File: src/rtl/voice_alloc.sv
// Polyphonic voice allocator: scans the synchronized held-key mask one key per
// cycle and maps presses/releases onto NVOICES oscillator voices, stealing the oldest.
module voice_alloc #(
    parameter int NVOICES = 4,
    parameter int NKEYS   = 12
) (
    input  logic                 clk,
    input  logic                 ar,
    input  logic [NKEYS-1:0]     key_mask,
    output logic [4*NVOICES-1:0] voice_key,
    output logic [NVOICES-1:0]   voice_gate,
    output logic [NVOICES-1:0]   voice_start,
    output logic                 steal,
    output logic                 busy
);

    localparam int AW = $clog2(NVOICES);
    localparam int IW = (NKEYS > 1) ? $clog2(NKEYS) : 1;

    // busy mirrors the FSM state one-to-one (high exactly while in SCAN).
    typedef enum logic {
        IDLE = 1'b0,
        SCAN = 1'b1
    } state_t;

    state_t            state;
    logic [NKEYS-1:0]  sync1;
    logic [NKEYS-1:0]  sync2;
    logic [NKEYS-1:0]  snap;
    logic [NKEYS-1:0]  seen;
    logic [IW-1:0]     idx;
    logic [AW-1:0]     age [NVOICES];

    logic              rel_hit;
    logic [AW-1:0]     rel_v;
    logic              free_hit;
    logic [AW-1:0]     free_v;
    logic [AW-1:0]     old_v;
    logic [AW-1:0]     tgt;
    logic [AW-1:0]     tgt_age;
    logic              do_press;
    logic              do_release;

    // Voice lookups for the key under the scan pointer.
    always_comb begin
        rel_hit  = 1'b0;
        rel_v    = '0;
        free_hit = 1'b0;
        free_v   = '0;
        old_v    = '0;
        for (int v = 0; v < NVOICES; v++) begin
            if (!rel_hit && voice_gate[v] && (voice_key[4*v +: 4] == 4'(idx))) begin
                rel_hit = 1'b1;
                rel_v   = AW'(v);
            end
            if (!free_hit && !voice_gate[v]) begin
                free_hit = 1'b1;
                free_v   = AW'(v);
            end
            if (age[v] == '0) begin
                old_v = AW'(v);
            end
        end
        tgt        = free_hit ? free_v : old_v;
        tgt_age    = age[tgt];
        do_press   = (state == SCAN) && snap[idx] && !seen[idx];
        do_release = (state == SCAN) && !snap[idx] && seen[idx];
    end

    always_ff @(posedge clk or negedge ar) begin
        if (!ar) begin
            state       <= IDLE;
            sync1       <= '0;
            sync2       <= '0;
            snap        <= '0;
            seen        <= '0;
            idx         <= '0;
            voice_key   <= '0;
            voice_gate  <= '0;
            voice_start <= '0;
            steal       <= 1'b0;
            busy        <= 1'b0;
            for (int v = 0; v < NVOICES; v++) begin
                age[v] <= AW'(v);
            end
        end else begin
            sync1       <= key_mask;
            sync2       <= sync1;
            voice_start <= '0;
            steal       <= 1'b0;
            case (state)
                IDLE: begin
                    if (sync2 != seen) begin
                        snap  <= sync2;
                        idx   <= '0;
                        state <= SCAN;
                        busy  <= 1'b1;
                    end
                end
                SCAN: begin
                    if (do_release) begin
                        seen[idx] <= 1'b0;
                    end else if (do_press) begin
                        seen[idx] <= 1'b1;
                        steal     <= !free_hit;
                    end
                    // A release of a stolen key finds no gated voice and only clears seen.
                    for (int v = 0; v < NVOICES; v++) begin
                        if (do_release && rel_hit && (AW'(v) == rel_v)) begin
                            voice_gate[v] <= 1'b0;
                        end
                        if (do_press) begin
                            if (AW'(v) == tgt) begin
                                voice_key[4*v +: 4] <= 4'(idx);
                                voice_gate[v]       <= 1'b1;
                                voice_start[v]      <= 1'b1;
                                age[v]              <= AW'(NVOICES - 1);
                            end else if (age[v] > tgt_age) begin
                                age[v] <= age[v] - 1'b1;
                            end
                        end
                    end
                    if (idx == IW'(NKEYS - 1)) begin
                        state <= IDLE;
                        busy  <= 1'b0;
                    end else begin
                        idx <= idx + 1'b1;
                    end
                end
                default: begin
                    state <= IDLE;
                    busy  <= 1'b0;
                end
            endcase
        end
    end

endmodule

File: config.mk
export PLATFORM = sky130hd
export DESIGN_NAME = voice_alloc
export DESIGN_NICKNAME = d
export VERILOG_FILES = /design/src/rtl/voice_alloc.sv
export SDC_FILE = /design/constraint.sdc
export NUM_CORES = 1
export LEC_CHECK = 0
export CAP_MARGIN = 10
export CORE_UTILIZATION = 61
export CTS_CLUSTER_DIAMETER = 60
export DETAILED_ROUTE_END_ITERATION = 8
export PLACE_DENSITY = 0.95
export SLEW_MARGIN = 30
export SYNTH_ARGS = -nofsm -noshare
export SYNTH_HDL_FRONTEND = slang
export SYNTH_SLANG_ARGS = --single-unit
File: constraint.sdc
create_clock -name clk -period 5.9 [get_ports clk]
set_input_delay 1.18 -clock clk [delete_from_list [all_inputs] [get_ports clk]]
set_output_delay 1.18 -clock clk [all_outputs]
set_load 0.02 [all_outputs]
# Yosys cells after proc, flatten, opt, wreduce, memory -nomap -nowiden
# Cells that the tools add are included.
# totals
reg_bits	87
inputBits	14
output_inout_bits	26
# op_classes
addsub	5
n_lt_le_gt_ge	7
n_eq_ne	15
mux	70
bitwise	5
reduce_logical	53
# op_table
operator	n
$mux 1	41
$mux 2	17
$mux 12	2
$reduce_and 3->1	8
$logic_and 1x1->1	20
$eq 4x4->1	4
$and 12x12->12	1
$mux 4	3
$ne 12x12->1	1
$not 12->12	1
$or 12x12->12	1
$logic_not 1->1	11
$logic_not 2->1	5
$reduce_bool 2->1	5
$bmux 1 s4	2
$eq 2x2->1 const A	4
$gt 2x2->1	4
$pmux 4 s2	1
$reduce_and 2->1	4
$sub 2x1->2 const B	4
$lt 4x5->1 const B	1
$add 4x1->4 const B	1
$bmux 2 s2	1
$demux 1 s4	1
9 further kinds	12

# Depth between registers and ports, before layout
# Gate-level depths: netlist of the first run.
# logic_depth
ltp_word	20
depth_mapped	13
mapped_depth_nobuf	13

# Worst setup path after synthesis of the first run
# OpenSTA, ideal clock, no wires.
# synth_path
path_type	flip-flop to flip-flop
startpoint	register age[4] (netlist bit)
endpoint	register age[7] (netlist bit)
arrival_ns	2.859
path_slack_ns	2.915
stages_incl_launch_ff	14
path_buffers	0
synth_period_minus_slack_ns	2.985
cell_sequence	dfstp_2 inv_1 ha_1 nor2b_1 o31a_1 o21a_1 mux4_2 inv_1 ha_1 nor2b_1 o21ai_0 nor2_1 o21a_1 o32a_1
# synth_between
elab_chain_len	12
# synth_rtl
element	line_no	source
start, declared	32	logic [AW-1:0] age [NVOICES];
start signal, assigned by index	84	age[v] <= AW'(v);
start signal, assigned by index	117	age[v] <= AW'(NVOICES - 1);
start signal, assigned by index	119	age[v] <= age[v] - 1'b1;
$logic_not 2->1	60	if (age[v] == '0) begin
$mux 1	60	
$mux 2 (2 in a row)	60	
$mux 2	64	tgt = free_hit ? free_v : old_v;
$not 2->3 (not written as such)	65	tgt_age = age[tgt];
$bmux 2 s2	65	
$mux 2 (not written as such) (2 in a row)	65	
$gt 2x2->1	118	end else if (age[v] > tgt_age) begin
$reduce_bool 2->1 (no line)	n/a	
$reduce_and 3->1 (no line)	n/a	
# Parallel ways exist; a longest one is shown, timed or not. The select of a mux whose other input is x is not followed.
# A chain may end at the register's enable or synchronous reset.

# Worst setup path in the final report of the first run
# layout_path
startpoint	register idx[1]
endpoint	register voice_key[1]
# layout_between
elab_chain_len	5
# layout_rtl
element	line_no	source
start, declared	31	logic [IW-1:0] idx;
start signal, assigned	127	idx <= idx + 1'b1;
$bmux 1 s4	66	do_press = (state == SCAN) && snap[idx] && !seen[idx];
$mux 1 (not written as such)	66	
$logic_and 1x1->1 / $logic_not 1->1 (equally long branches)	66	
$logic_and 1x1->1	66	
$reduce_and 3->1 (no line)	n/a	
end signal, assigned by index	114	voice_key[4*v +: 4] <= 4'(idx);
end, declared	10	output logic [4*NVOICES-1:0] voice_key,
# Parallel ways exist; a longest one is shown, timed or not. The select of a mux whose other input is x is not followed.

==> flow_summary.toml, run 1 <==
[synthesis]
post_synth_main_area_contributors = "sky130_fd_sc_hd__dfrtp_1 51%, sky130_fd_sc_hd__mux2_2 6.1%, sky130_fd_sc_hd__xor2_1 5.2%, sky130_fd_sc_hd__ha_1 4.6%, sky130_fd_sc_hd__mux4_2 3.3%"
synth.cell_area_um2 = 4040
seq_area_frac_synth = 0.540
synth_largest_area_cell = "sky130_fd_sc_hd__dfrtp_1"
synthCells = 334
synth.avg_cell_area_um2 = 12.1
dominantRegCellSynth = "sky130_fd_sc_hd__dfrtp_1"
cell_types_with_the_highest_counts_after_synthesis = "83 x sky130_fd_sc_hd__dfrtp_1, 24 x sky130_fd_sc_hd__xor2_1, 22 x sky130_fd_sc_hd__mux2_2"
synth_top_area_share = 0.514
library_cell_with_the_highest_instance_count_after_synthesis = "sky130_fd_sc_hd__dfrtp_1"
synth.net_count = 363
async_reset_ff_frac = 1.00
synth.distinct_cells = 44
synth_warnings = 0
synth_enable_flop_cells = 0
number_of_synthesized_register_bits = 87

[worst_setup_path]
reg2reg_from = "idx[1]"
startpoint = "idx[1]"
crit_path_max_fanout = 21
end_kind = "register"
worst_ep_required_time_ps = 6150
wp_data_arrival_ps = 3690
startpoint_type = "register"
setup.worst_path.class = "register to register"
rrSetupSlack_ps = 2460

[sta]
setup_tns_after_final_layout_ps = 0
fin_worst_skew_ps = 10.8
finalSetupViolations = 0
timing.max_slew.rel_slack = 0.364
grt_setup_unrepaired = "false"
final_min_period_over_clock_period = 0.583
max_freq_mhz = 291
report.final.hold_viol_count = 0
final-max-slew-violation-count = 0
worst_slew_pin_slew_ps = 954
timing.final.crit_period_ps = 3440

[power_and_ir_drop]
power.leakage_nw = 2.10
power-per-cell-area_nw_per_um2 = 676
ir_worst_vdd_mv = 0.409

[placed_design]
place.port_buffers = 39
place_hpwl_mm = 6.03
gp_routability_congestion = 0.860
place.detailed.instances = 436

[cells_and_area]
finish.cell_count_without_fillers = 452
nNetsFinal = 399
area.growth.synth_to_final_pct = 16.4
layout-drive-gt1-share = 0.155
final_core_util = 0.736
diodes = 0

[routing]
post_drt_via_cell_ratio = 6.47
dr.first_iter.drc_count = 345
detail-route-antenna-nets = 0
drt-pass1-iter-count = 5
dr_total_vias = 2925
drc_violation_count_after_routing = 0
finalWirelength_mm = 9.31
post_drt_wl_per_cell_um = 20.6

[clocking]
cts_setup_buffers = 0
cts-hold-fix-buffers = 0
cts_inserted_buffers = 9
cts.path.max_buffers = 2
postCtsResizedCells = 0
cts_root_buffer = "sky130_fd_sc_hd__clkbuf_8"
clk_pin_slew_worst_paths_ps = 90
clkLatencyLatePin_ps = 360
tritoncts_clock_tree = "built"
clock-sinks = 87
cts_max_level = 3

[global_routing]
grt_first_pass_wirelength_mm = 15.2
first_global_vias = 2968
grt_usage = 0.284
grt_overflow_total = 0
grt_start_max_net_pins = 88
antenna_violations_before_repair = 0

[die]
initial_core_utilization = 0.632
boundaryPins = 40
core-area_um2 = 6390
die_width_um = 83.4
floorplan.die.height_um = 83.4
die_area_um2 = 6950
placementRows = 29

[hold_path]
worst_hold_path_type = "register to register"
hold_path.startpoint = "sync1[5]"

[run]
drv_cap = 0

[outcome]
outcome = "completed"
[power by group]
group          leakage, nW  internal, mW  switching, mW
combinational        0.955         0.696          0.887
sequential            1.02         0.815          0.288
clock                0.120         0.282          0.211
total                 2.10          1.79           1.39
[path summary, 6_finish.rpt]
check / end / cells after the start
max: voice_key[1] / 6
min: sync2[5] / 0
max reg2reg: voice_key[1] / 6
min reg2reg: sync2[5] / 0
max in group asynchronous: sync2[4] / 1
min in group asynchronous: steal / 1
[layout by cell type (no fill, tap or decap), types with 8 or more instances in the layout]
cell type and n:
sky130_fd_sc_hd__o21ai_0 19, sky130_fd_sc_hd__a21oi_1 11, sky130_fd_sc_hd__mux2_2 22, sky130_fd_sc_hd__ha_1 15, sky130_fd_sc_hd__clkbuf_8 9, sky130_fd_sc_hd__nor2b_1 8
sky130_fd_sc_hd__a31oi_1 19, sky130_fd_sc_hd__nor2_1 9, sky130_fd_sc_hd__dfrtp_1 83, sky130_fd_sc_hd__xor2_1 24, sky130_fd_sc_hd__inv_1 15, sky130_fd_sc_hd__clkdlybuf4s50_1 38
sky130_fd_sc_hd__nor3_1 8, sky130_fd_sc_hd__nand2_1 20
[worst max-delay path, cell delays in order (launching register included)]
cell	delay (ps)
sky130_fd_sc_hd__dfrtp_1	970
sky130_fd_sc_hd__mux2i_1	210
sky130_fd_sc_hd__a221oi_1	470
sky130_fd_sc_hd__a22oi_1	270
sky130_fd_sc_hd__or3_1	650
sky130_fd_sc_hd__nor3_4	420
sky130_fd_sc_hd__mux2_4	330
[per-layer routing]
metal / up-vias / GRT usage / routed length (um)
li1: 1256 / - / -
met3: 39 / 0.0537 / 695
met5: - / 0 / 0
met4: 0 / 0.127 / 293
met1: 1467 / 0.381 / 3710
met2: 163 / 0.455 / 4600
[area by class of cell]
cell class / count / area, um2
clock inverters: 7 / 120
fillers: 401 / 1680
repair buffers: 40 / 399
clock buffers: 9 / 124
inverters: 15 / 56.3
multi-input cells: 217 / 1720
well taps: 77 / 96.3
flip-flops and latches: 87 / 2180
[cell families after synthesis]
logic type	count (synthesis)	share of synthesized area
simple gates	71	0.0936
fa+ha+maj	15	0.0465
flops	87	0.540
mux	38	0.125
buf+inv	30	0.0344
compound gates	65	0.100
xor+xnor	28	0.0607
[through the flow]
step	area (um2)	power, mW	setup slack, ps	hold WS (ps)
5_1_grt	4700	3.35	2290	362
3_5_place_dp	4450	2.60	2460	336
6_report	4700	3.18	2460	352
3_3_place_gp	4450	2.49	2650	332
4_1_cts	4700	3.13	2400	354
2_1_floorplan	4040	2.17	2910	331
(Power assumes the default switching activity.)
==> inputs of run 2 (changes only) <==
--- a/config.mk
+++ b/config.mk
@@ -6,10 +6,10 @@
 export NUM_CORES = 1
 export LEC_CHECK = 0
 export CAP_MARGIN = 10
-export CORE_UTILIZATION = 61
+export CORE_UTILIZATION = 57
 export CTS_CLUSTER_DIAMETER = 60
 export DETAILED_ROUTE_END_ITERATION = 8
-export PLACE_DENSITY = 0.95
+export PLACE_DENSITY = 0.91
 export SLEW_MARGIN = 30
 export SYNTH_ARGS = -nofsm -noshare
 export SYNTH_HDL_FRONTEND = slang
==> constraint.sdc (replaced) <==
create_clock -name clk -period 3.45 [get_ports clk]
set_input_delay 0.69 -clock clk [delete_from_list [all_inputs] [get_ports clk]]
set_output_delay 0.69 -clock clk [all_outputs]
set_load 0.02 [all_outputs]
==> run 2 against run 1 <==
Effect of this change:
- critical path type unchanged
- fmax rose by 6.0%
- wire length decreased by 8.8%
- first-iteration DRC count decreased by 27%
- global-route usage is 3.6 points lower
- critical path depth increased by 7
- final cell count rose by 5.5%
- largest power group unchanged
- largest cell class unchanged
==> flow_summary.toml, run 2 (synthesis results as in run 1) <==
[outcome]
outcome = "completed"

[power_and_ir_drop]
power-per-cell-area_nw_per_um2 = 1100
comb_power_share = 0.536
internal_power_mw = 2.91
power.share.sequential = 0.343
clockPowerShare = 0.121
power.share.switching = 0.437
power.leakage_nw = 2.08
total_power_mw = 5.17
ir_worst_vdd_mv = 0.611
power.net_switching_mw = 2.26

[cells_and_area]
diodes = 0
layout.cell_area.non_filler_um2 = 4690
layout_common_cells = "83 x sky130_fd_sc_hd__dfrtp_1, 38 x sky130_fd_sc_hd__clkdlybuf4s50_1, 24 x sky130_fd_sc_hd__xor2_1, 22 x sky130_fd_sc_hd__mux2_2, 20 x sky130_fd_sc_hd__nand2_1"
most_frequent_standard_cell_in_the_layout_excluding_fill_and_tap_cells = "sky130_fd_sc_hd__dfrtp_1"
nNetsFinal = 405
layout-drive-gt1-share = 0.160
final_core_util = 0.686
area.growth.synth_to_final_pct = 16.0

[clocking]
cts_inserted_buffers = 9
clkLatencyLatePin_ps = 360
clk_pin_slew_worst_paths_ps = 90
clock-sinks = 87
tritoncts_clock_tree = "built"
cts_setup_buffers = 0
cts-hold-fix-buffers = 0
cts.path.max_buffers = 2
cts_max_level = 3
postCtsResizedCells = 0
cts_root_buffer = "sky130_fd_sc_hd__clkbuf_8"

[sta]
setup_tns_after_final_layout_ps = 0
report.final.hold_viol_count = 0
worst_hold_slack_ps = 348
final-max-slew-violation-count = 0
finalSetupViolations = 0
timing.final.crit_period_ps = 3240
worst_slew_pin_slew_ps = 757
timing.max_slew.rel_slack = 0.495
fin_worst_skew_ps = 10.5
max_freq_mhz = 308
final_min_period_over_clock_period = 0.940
grt_setup_unrepaired = "false"

[global_routing]
grt_overflow_total = 0
first_global_vias = 2771
grt_first_pass_wirelength_mm = 13.9
antenna_violations_before_repair = 0
grt_start_max_net_pins = 88
grt_usage = 0.249

[worst_setup_path]
startpoint_type = "register"
r2r_cells = 13
critical_path.reg2reg.endpoint = "age[7]"
reg2reg_from = "age[4]"
worst_ep_required_time_ps = 3700
rrSetupSlack_ps = 210
setup.worst_path.class = "register to register"
wp_data_arrival_ps = 3490
crit_path_max_fanout = 6
end_kind = "register"

[routing]
drc_violation_count_after_routing = 0
finalWirelength_mm = 8.48
post_drt_via_cell_ratio = 5.88
post_drt_wl_per_cell_um = 17.8
drt-pass1-iter-count = 5
dr.first_iter.drc_count = 252
detail-route-antenna-nets = 0
dr_total_vias = 2805

[hold_path]
whs_path_depth = 0
hold_path_end = "sync2[8]"
worst_hold_path_type = "register to register"
hold_path.startpoint = "sync1[8]"

[placed_design]
place_area_um2 = 4520
place_hpwl_mm = 5.89
gp_routability_congestion = 0.861
place.port_buffers = 39

[die]
boundaryPins = 40
core-area_um2 = 6830
die_area_um2 = 7430
initial_core_utilization = 0.591
placementRows = 30
floorplan.die.height_um = 86.2
die_width_um = 86.2

[run]
drv_cap = 0
-- run 2: cell count changes in the layout (fill, tap and decap cells not counted), sizes merged --
cell,change
bufinv,-3
buf,+6
clkinvlp,+2
clkbuf,+3
clkinv,-2
-- run 2: worst max-delay path, stage by stage (launching register included) --
cell	delay [ps]
sky130_fd_sc_hd__dfstp_2	560
sky130_fd_sc_hd__inv_1	60
sky130_fd_sc_hd__ha_1	200
sky130_fd_sc_hd__nor2b_1	130
sky130_fd_sc_hd__o31a_1	250
sky130_fd_sc_hd__o21a_1	260
sky130_fd_sc_hd__mux4_2	440
sky130_fd_sc_hd__inv_1	140
sky130_fd_sc_hd__ha_1	260
sky130_fd_sc_hd__nor2b_1	130
sky130_fd_sc_hd__o21ai_0	250
sky130_fd_sc_hd__nor2_1	90
sky130_fd_sc_hd__o21a_1	170
sky130_fd_sc_hd__o32a_1	160
-- run 2: final cells by class --
cell class / instances / area [um2]
clock inverter: 4 / 31.3
inverter: 15 / 56.3
multi-input combinational: 217 / 1720
clock buffer: 12 / 135
fill: 493 / 2140
timing repair buffer: 46 / 444
tap: 96 / 120
sequential: 87 / 2180
-- run 2: layer usage --
layer	share of wire	GRT usage	vias up
li1	-	-	1273
met1	0.44	0.350	1406
met2	0.49	0.395	105
met3	0.051	0.0314	21
met4	0.020	0.106	0
met5	0	0	-
-- run 2: power by group through the flow --
stage / Combinational (mW) / Clock (mW) / Sequential (mW)
after floorplan: 1.93 / 0 / 1.78
after global placement: 2.58 / 0 / 1.76
after detailed placement: 2.72 / 0 / 1.78
after CTS: 2.74 / 0.630 / 1.77
after global routing: 3.02 / 0.669 / 1.81
final: 2.77 / 0.623 / 1.77
-- run 2: how the worst max path moves through the flow --
stage | from | to | slack (ps) | cells past startpoint
floorplan | age[4] | age[7] | 460 | 13
global placement | age[4] | age[7] | 340 | 13
detailed placement | age[4] | age[7] | 230 | 13
CTS | age[4] | age[7] | 210 | 13
global route | age[4] | age[6] | 2 | 13
finish | age[4] | age[7] | 210 | 13
-- run 2: per-stage QoR --
stage / std cells / worst slack [ps]
6_report: 477 / 206
5_1_grt: 477 / 2.12
4_1_cts: 477 / 206
3_5_place_dp: 461 / 234
3_3_place_gp: 461 / 343
2_1_floorplan: 334 / 465
==> inputs of run 3 (changes only) <==
--- a/config.mk
+++ b/config.mk
@@ -6,10 +6,12 @@
 export NUM_CORES = 1
 export LEC_CHECK = 0
 export CAP_MARGIN = 10
-export CORE_UTILIZATION = 57
+export CELL_PAD_IN_SITES_DETAIL_PLACEMENT = 0
+export CELL_PAD_IN_SITES_GLOBAL_PLACEMENT = 1
+export CORE_UTILIZATION = 46
 export CTS_CLUSTER_DIAMETER = 60
 export DETAILED_ROUTE_END_ITERATION = 8
-export PLACE_DENSITY = 0.91
+export PLACE_DENSITY = 0.9
 export SLEW_MARGIN = 30
 export SYNTH_ARGS = -nofsm -noshare
 export SYNTH_HDL_FRONTEND = slang
==> run 3 against run 2 <==
Effect of this change:
- count of clock-buffer cells in the layout down 3
- largest cell class unchanged
- core utilization down 12 points
- die area up 23%
- highest routed layer unchanged
- via count down 1.9%
- sequential share of layout area down 0.67 points
- non-clock buffer count up 4
- worst hold slack worse by 5.3 ps
- critical path depth unchanged
- critical endpoint unchanged
- flip-flop and latch count unchanged
- critical path type unchanged
==> flow_summary.toml, run 3 (synthesis results as in run 1) <==
[sta]
report.final.hold_viol_count = 0
timing.final.crit_period_ps = 3170
max_freq_mhz = 316
timing.max_slew.rel_slack = 0.476
final_min_period_over_clock_period = 0.917
grt_setup_unrepaired = "false"
setup_tns_after_final_layout_ps = 0
post-route-worst-setup-slack_ps = 285
final-max-slew-violation-count = 0
finalSetupViolations = 0
fin_worst_skew_ps = 15.2
worst_slew_pin_slew_ps = 783

[global_routing]
grt_overflow_total = 0
first_global_vias = 2882
antenna_violations_before_repair = 0
grt_start_max_net_pins = 88
grt_usage = 0.206
grt_first_pass_wirelength_mm = 14.0

[clocking]
clkLatencyLatePin_ps = 370
cts-hold-fix-buffers = 0
clock-sinks = 87
cts_max_level = 3
cts_inserted_buffers = 9
cts.path.max_buffers = 2
tritoncts_clock_tree = "built"
cts_setup_buffers = 0
cts_root_buffer = "sky130_fd_sc_hd__clkbuf_8"
postCtsResizedCells = 0
clk_pin_slew_worst_paths_ps = 100

[power_and_ir_drop]
power-per-cell-area_nw_per_um2 = 1100
total_power_mw = 5.22
power.leakage_nw = 2.12
ir_worst_vdd_mv = 0.432

[run]
drv_cap = 0

[die]
initial_core_utilization = 0.484
placementRows = 33
boundaryPins = 40
die_area_um2 = 9160
core-area_um2 = 8340
floorplan.die.height_um = 95.7
die_width_um = 95.7

[worst_setup_path]
critical_path.reg2reg.endpoint = "age[7]"
critical_path.top_delay_family = "compound AO/OA/AOI/OAI gates"
cpPeakStageDelay_ps = 560
crit_path_max_fanout = 6
worstPathCellList = "inv_1, ha_1, nor2b_1, o31a_1, o21a_1, mux4_2, inv_1, ha_1, nor2b_1, o21ai_1, nor2_1, o21a_1, o32a_1"
rrSetupSlack_ps = 280
r2r_cells = 13
startpoint_type = "register"
setup.worst_path.class = "register to register"
worst_ep_required_time_ps = 3700
cp_slowest_cell = "sky130_fd_sc_hd__dfstp_2"
end_kind = "register"
wp_data_arrival_ps = 3420
path_buf_inv = 2
reg2reg_from = "age[4]"

[cells_and_area]
layout.area.seq_um2 = 2180
diodes = 0
multi_input_area_um2 = 1720
layout-drive-gt1-share = 0.179
area.growth.synth_to_final_pct = 17.8
filler_cell_count = 731
layout_common_cells = "83 x sky130_fd_sc_hd__dfrtp_1, 38 x sky130_fd_sc_hd__clkdlybuf4s50_1, 24 x sky130_fd_sc_hd__xor2_1, 22 x sky130_fd_sc_hd__mux2_2, 20 x sky130_fd_sc_hd__nand2_1"
nNetsFinal = 409
most_frequent_standard_cell_in_the_layout_excluding_fill_and_tap_cells = "sky130_fd_sc_hd__dfrtp_1"

[outcome]
outcome = "completed"

[routing]
dr.first_iter.drc_count = 166
drt-pass1-iter-count = 4
dr_total_vias = 2752
detail-route-antenna-nets = 0
drc_violation_count_after_routing = 0
post_drt_wl_per_cell_um = 16.8
post_drt_via_cell_ratio = 5.62
finalWirelength_mm = 8.22

[placed_design]
place.port_buffers = 39
gp_routability_congestion = 0.816
place_hpwl_mm = 5.83
dp_slack_ps = 212

[hold_path]
worst_hold_path_type = "input pin to async pin"
==> run 3: cell types whose count changed in the layout (fill, tap and decap cells not counted), sizes merged <==
cell      change
inv           +3
clkinvlp      -2
clkinv        +2
clkbuf        -3
buf           +4
==> run 3: cell type report <==
type / count / share of cell area
Clock buffer: 9 / 0.0260
Sequential cell: 87 / 0.459
Timing Repair Buffer: 50 / 0.0997
Inverter: 15 / 0.0118
Tap cell: 105 / 0.0276
Multi-Input combinational cell: 217 / 0.363
Clock inverter: 7 / 0.0134
==> run 3: where the power goes <==
part / leakage (nW) / internal [mW] / switching (mW)
clock network: 0.0938 / 0.276 / 0.401
registers: 1.02 / 1.40 / 0.343
logic: 1.00 / 1.28 / 1.52
==> run 3: metal layers <==
layer  global-route usage  wire [um]  vias up
met5                    0          0        -
met4               0.0697        117        0
met3               0.0640        368       11
met2                0.320       3870       77
met1                0.274       3860     1385
li1                     -          -     1279
==> run 3: metrics by stage <==
stage / std cells / area [um2] / hold slack, ps / util
2_1_floorplan: 334 / 4040 / 331 / -
3_3_place_gp: 474 / 4560 / 332 / 0.547
3_5_place_dp: 474 / 4560 / 335 / 0.547
4_1_cts: 490 / 4750 / 357 / 0.569
5_1_grt: 490 / 4760 / 365 / 0.570
6_report: 490 / 4760 / 343 / 0.570
==> run 3: worst max path at each step <==
stage	startpoint	endpoint	slack, ps	cells after the start
2_1_floorplan	age[4]	age[7]	460	13
3_3_place_gp	age[4]	age[7]	330	13
3_5_place_dp	age[4]	age[7]	210	13
4_1_cts	age[4]	age[7]	180	13
5_1_grt	age[4]	age[5]	60	13
6_report	age[4]	age[7]	280	13
